## config.mk

```make
export PLATFORM = sky130hd
export DESIGN_NAME = mpy_share_ctrl
export DESIGN_NICKNAME = d
export VERILOG_FILES = /design/src/rtl/mpy_pkg.sv /design/src/rtl/mpy_step_dp.sv /design/src/rtl/mpy_share_ctrl.sv
export SDC_FILE = /design/constraint.sdc
export NUM_CORES = 1
export LEC_CHECK = 0
export CAP_MARGIN = 20
export CORE_ASPECT_RATIO = 1.4
export CORE_MARGIN = 2
export CORE_UTILIZATION = 56
export DETAILED_ROUTE_END_ITERATION = 8
export GPL_TIMING_DRIVEN = 0
export PLACE_DENSITY = 0.95
export SLEW_MARGIN = 20
export SYNTH_ARGS = -nofsm -noshare
export SYNTH_HDL_FRONTEND = slang
export SYNTH_SLANG_ARGS = --single-unit
```

## constraint.sdc

```tcl
create_clock -name clk -period 7 [get_ports clk]
set_input_delay 1.4 -clock clk [delete_from_list [all_inputs] [get_ports clk]]
set_output_delay 1.4 -clock clk [all_outputs]
set_load 0.03 [all_outputs]
```

## src/rtl/mpy_pkg.sv

```systemverilog
// mpy_pkg: shared state encoding and default operand width for the shared multiplier
package mpy_pkg;
   localparam int W_DEF = 4;
   typedef enum logic [1:0] {IDLE, CALC, DONE} state_t;
endpackage

```

## src/rtl/mpy_step_dp.sv

```systemverilog
// mpy_step_dp: one shift-and-add step of a signed Baugh-free multiply; the sign bit's weight is subtracted
module mpy_step_dp
   import mpy_pkg::*;
#(
   parameter int W  = W_DEF,
   parameter int SW = (W > 1) ? $clog2(W) : 1
) (
   input  logic [2*W-1:0] acc,
   input  logic [W-1:0]   a,
   input  logic           b,
   input  logic [SW-1:0]  step,
   input  logic           last,
   output logic [2*W-1:0] nxt
);
   logic [2*W-1:0] term;
   always_comb begin
      term = b ? ({{W{a[W-1]}}, a} << step) : '0;
      nxt  = last ? acc - term : acc + term;
   end
endmodule

```

## src/rtl/mpy_share_ctrl.sv

```systemverilog
// mpy_share_ctrl: round-robin sharing of one sequential signed multiplier between two requesters
module mpy_share_ctrl
   import mpy_pkg::*;
#(
   parameter int W = W_DEF
) (
   input  logic           clk,
   input  logic           rst,
   input  logic           req0,
   input  logic           req1,
   input  logic [W-1:0]   a0,
   input  logic [W-1:0]   b0,
   input  logic [W-1:0]   a1,
   input  logic [W-1:0]   b1,
   output logic           ack0,
   output logic           ack1,
   output logic           busy,
   output logic           resp_valid,
   output logic           resp_id,
   output logic [2*W-1:0] product,
   input  logic           resp_ready
);
   localparam int SW = (W > 1) ? $clog2(W) : 1;
   state_t         state, nxt;
   logic           ptr, g1, last;
   logic [W-1:0]   a_r, b_r;
   logic [SW-1:0]  step;
   logic [2*W-1:0] acc, acc_nxt;
   mpy_step_dp #(.W(W), .SW(SW)) u_dp (
      .acc (acc),
      .a   (a_r),
      .b   (b_r[step]),
      .step(step),
      .last(last),
      .nxt (acc_nxt)
   );
   // ptr holds the last-served requester; requester 1 wins a tie only when 0 was served last
   always_comb begin
      g1         = req1 & (~req0 | ~ptr);
      last       = step == SW'(W - 1);
      ack0       = (state == IDLE) & ~rst & req0 & ~g1;
      ack1       = (state == IDLE) & ~rst & g1;
      busy       = ~rst & (state != IDLE);
      resp_valid = ~rst & (state == DONE);
      nxt        = (state == IDLE) ? ((req0 | req1) ? CALC : IDLE) :
                   (state == CALC) ? (last ? DONE : CALC) :
                   (resp_ready ? IDLE : DONE);
   end
   always_ff @(posedge clk) begin
      if (rst) begin
         state   <= IDLE;
         acc     <= '0;
         step    <= '0;
         product <= '0;
         resp_id <= 1'b0;
         ptr     <= 1'b1;
         a_r     <= '0;
         b_r     <= '0;
      end else begin
         state <= nxt;
         if (ack0 | ack1) begin
            a_r     <= ack1 ? a1 : a0;
            b_r     <= ack1 ? b1 : b0;
            resp_id <= ack1;
            ptr     <= ack1;
            acc     <= '0;
            step    <= '0;
         end
         if (state == CALC) begin
            acc  <= acc_nxt;
            step <= step + 1'b1;
            if (last) product <= acc_nxt;
         end
      end
   end
endmodule

```

==> run summary <==
Clk_skew: 6.84 ps
Dpl hpwl: 3530 um
Area leader, netlist: dfxtp_1
Post-synth EDFFs: 0
Die Area: 3860 um2
Vias in the first global route: 1849
Number of fill cells in the layout: 276
Crit Path Class: in -> out
Rel. slew slack: 0.604
Status: finished, final reports clean
Delay-heaviest family, CP: buffers and inverters
Final antenna diode count: 0
1st-iter DRT viols: 90
Hold WS: 456 ps
Die height: 72.7 um
Critical Path Slowest Stage Cell: clkdlybuf4s50_1
Layout cells sized above 1: 0.0674
CP Cell Sequence: clkdlybuf4s50_1 -> nand2_1 -> nand3_1 -> inv_2 -> clkdlybuf4s50_1
DR WL/cell: 15.0 um
Site Rows: 25
Final hold viol count: 0
Synth top area share: 0.318
Clock latency on the worst-skew pair: 280 ps
Initial Util: 0.570
Dominant synthesized flop cell: dfxtp_1
Hold-fix buffers, CTS: 0
R2r setup slk: 3400 ps
Remaining DRCs: 0
Synth unique cells: 53
Drt via density: 6.01
Clk buf depth: 2
First-pass GRT wire length: 7910 um
Worst-path clk slew: 70 ps
CP Capture Type: output pin
Final worst-path cycle share: 0.664
Worst VDD drop: 0.225 mV
Syn. warnings: 0
Most frequent cells in the layout: nand2_1 (40), clkdlybuf4s50_1 (32), dfxtp_1 (30)
Num CTS Buffers: 5
Die Wd: 53.1 um
Final setup viols: 0
Post-Synthesis Cells: 242
Fin Setup TNS: 0 ps
Initial antenna violation count: 0
Class of the worst hold path: reg -> reg
CP required: 5600 ps
Commonest non-fill, non-tap cell in the layout: nand2_1
Post-synthesis register bit count: 30
Final slew viol count: 0
Clock Sinks: 30
Critical path launch point type: primary input
Nets: 312
GPL Wtd Cong: 0.891
Io pins: 34
Max Fclk: 0.215 GHz
RSZ-0062 raised after global routing: false
Syn Std Cell Area: 1890 um2
CP Buf/Inv Count: 3
Pin count of the biggest net entering global routing: 11
Total Wirelength: 4830 um
Routed vias: 1936
Mapped Nets: 273
Area Growth Syn to Fin: 24.6%
Power Density: 230 nW/um2
Synth area leaders: dfxtp_1 (32%), nand2_1 (7.9%), ha_1 (6.0%)
Congestion Overflow GR: 0
Core ar.: 3320 um2
First-pass detailed-route iteration total: 4
Leak: 0.872 nW
CTS tree: built
Post-route ant nets: 0
CP arrival: 3250 ps
Most used cell, CP: clkdlybuf4s50_1
Post-layout util: 0.710
Post-CTS setup buffers: 0
Max_cap viols: 0
Critical Path Max Stage Delay: 700 ps
CTS root buf: clkbuf_8
Slew @ Worst Pin: 590 ps
Critical Path Fanout Max: 10
Register area share after synthesis: 0.318
Average cell area after synthesis: 7.81 um2
H-Tree Depth: 2
Minimum clock period: 4650 ps
IO buf count: 32
Resized Gates After CTS: 0
Gr usage total: 0.273
Synth async-reset ratio: 0
-- cell type report --
cell class / instances / area [um2] / area share
Sequential cell: 30 / 601 / 0.255
Inverter: 10 / 38.8 / 0.0165
Timing Repair Buffer: 32 / 320 / 0.136
Tap cell: 40 / 50.0 / 0.0213
Multi-Input combinational cell: 189 / 1190 / 0.506
Buffer: 13 / 58.8 / 0.0250
Clock buffer: 6 / 82.6 / 0.0351
Clock inverter: 2 / 12.5 / 0.00531
-- report_power, final --
group	internal [mW]	leakage (nW)	switching [mW]
Sequential	0.185	0.245	0.0124
Combinational	0.0882	0.580	0.109
Clock	0.0789	0.0472	0.0671
-- routing by layer --
metal / vias to the layer above / global-route usage / wire [um]
met5: - / 0 / 0
met4: 0 / 0.120 / 123
met3: 16 / 0.0471 / 206
met2: 63 / 0.482 / 2550
met1: 902 / 0.314 / 1950
li1: 955 / - / -
-- flip-flops by register name, summed over array words and instances (netlist names) --
signal   flops
acc          8
product      8
a_r          4
b_r          4
state        2
step         2
ptr          1
resp_id      1
-- logic make-up after synthesis --
kind of cell | count (synthesis) | share of synthesized area
compound gates | 69 | 0.261
simple gates | 99 | 0.236
mux | 5 | 0.0351
xor+xnor | 6 | 0.0278
buf+inv | 23 | 0.0517
flops | 30 | 0.318
fa+ha+maj | 10 | 0.0702
-- cell usage after synthesis, types with 2 or more instances --
cell type and number:
nand3_1 8, o21a_1 5, o31ai_1 3, o21ai_1 2
o21ai_0 5, clkbuf_1 10, o32a_1 2, a211oi_1 3
or2_2 2, dfxtp_1 30, ha_1 9, xnor2_1 4
nand2_1 40, a21boi_1 2, mux2i_1 4, o21bai_1 2
inv_1 8, buf_2 2, a311oi_1 8, or4_1 2
nand3b_1 2, xor2_1 2, a21oi_1 17, or3_1 2
nand2b_1 4, nor2_1 27, a31oi_1 6, nor2b_1 2
nor3_1 5
-- final timing paths --
| path | cells past startpoint | to | start |
|---|---|---|---|
| setup reg to reg | 13 | acc[7]$_SDFFE_PP0P_ | step[1]$_SDFFE_PP0P_ |
| hold / removal | 2 | product[5]$_SDFFE_PP0P_ | product[5]$_SDFFE_PP0P_ |
| setup / recovery | 5 | ack1 | req0 |
| hold reg to reg | 2 | product[5]$_SDFFE_PP0P_ | product[5]$_SDFFE_PP0P_ |
-- metrics by stage --
step	power, mW	setup WS, ps	instances	cell area [um2]
after floorplan	0.343	3120	242	1890
after global placement	0.385	2390	314	2260
after detailed placement	0.393	2390	314	2260
after CTS	0.539	2350	322	2350
after global routing	0.569	2210	322	2350
final	0.541	2350	322	2350
-- worst register-to-register path, delay by kind of cell (launching register included) --
family	cells	cell delay, ps
compound gates	4	780
simple gates	5	1300
fa+ha+maj	1	240
mux	2	400
flops	1	470
buf+inv	1	360
Power figures use the tool's default switching activity.
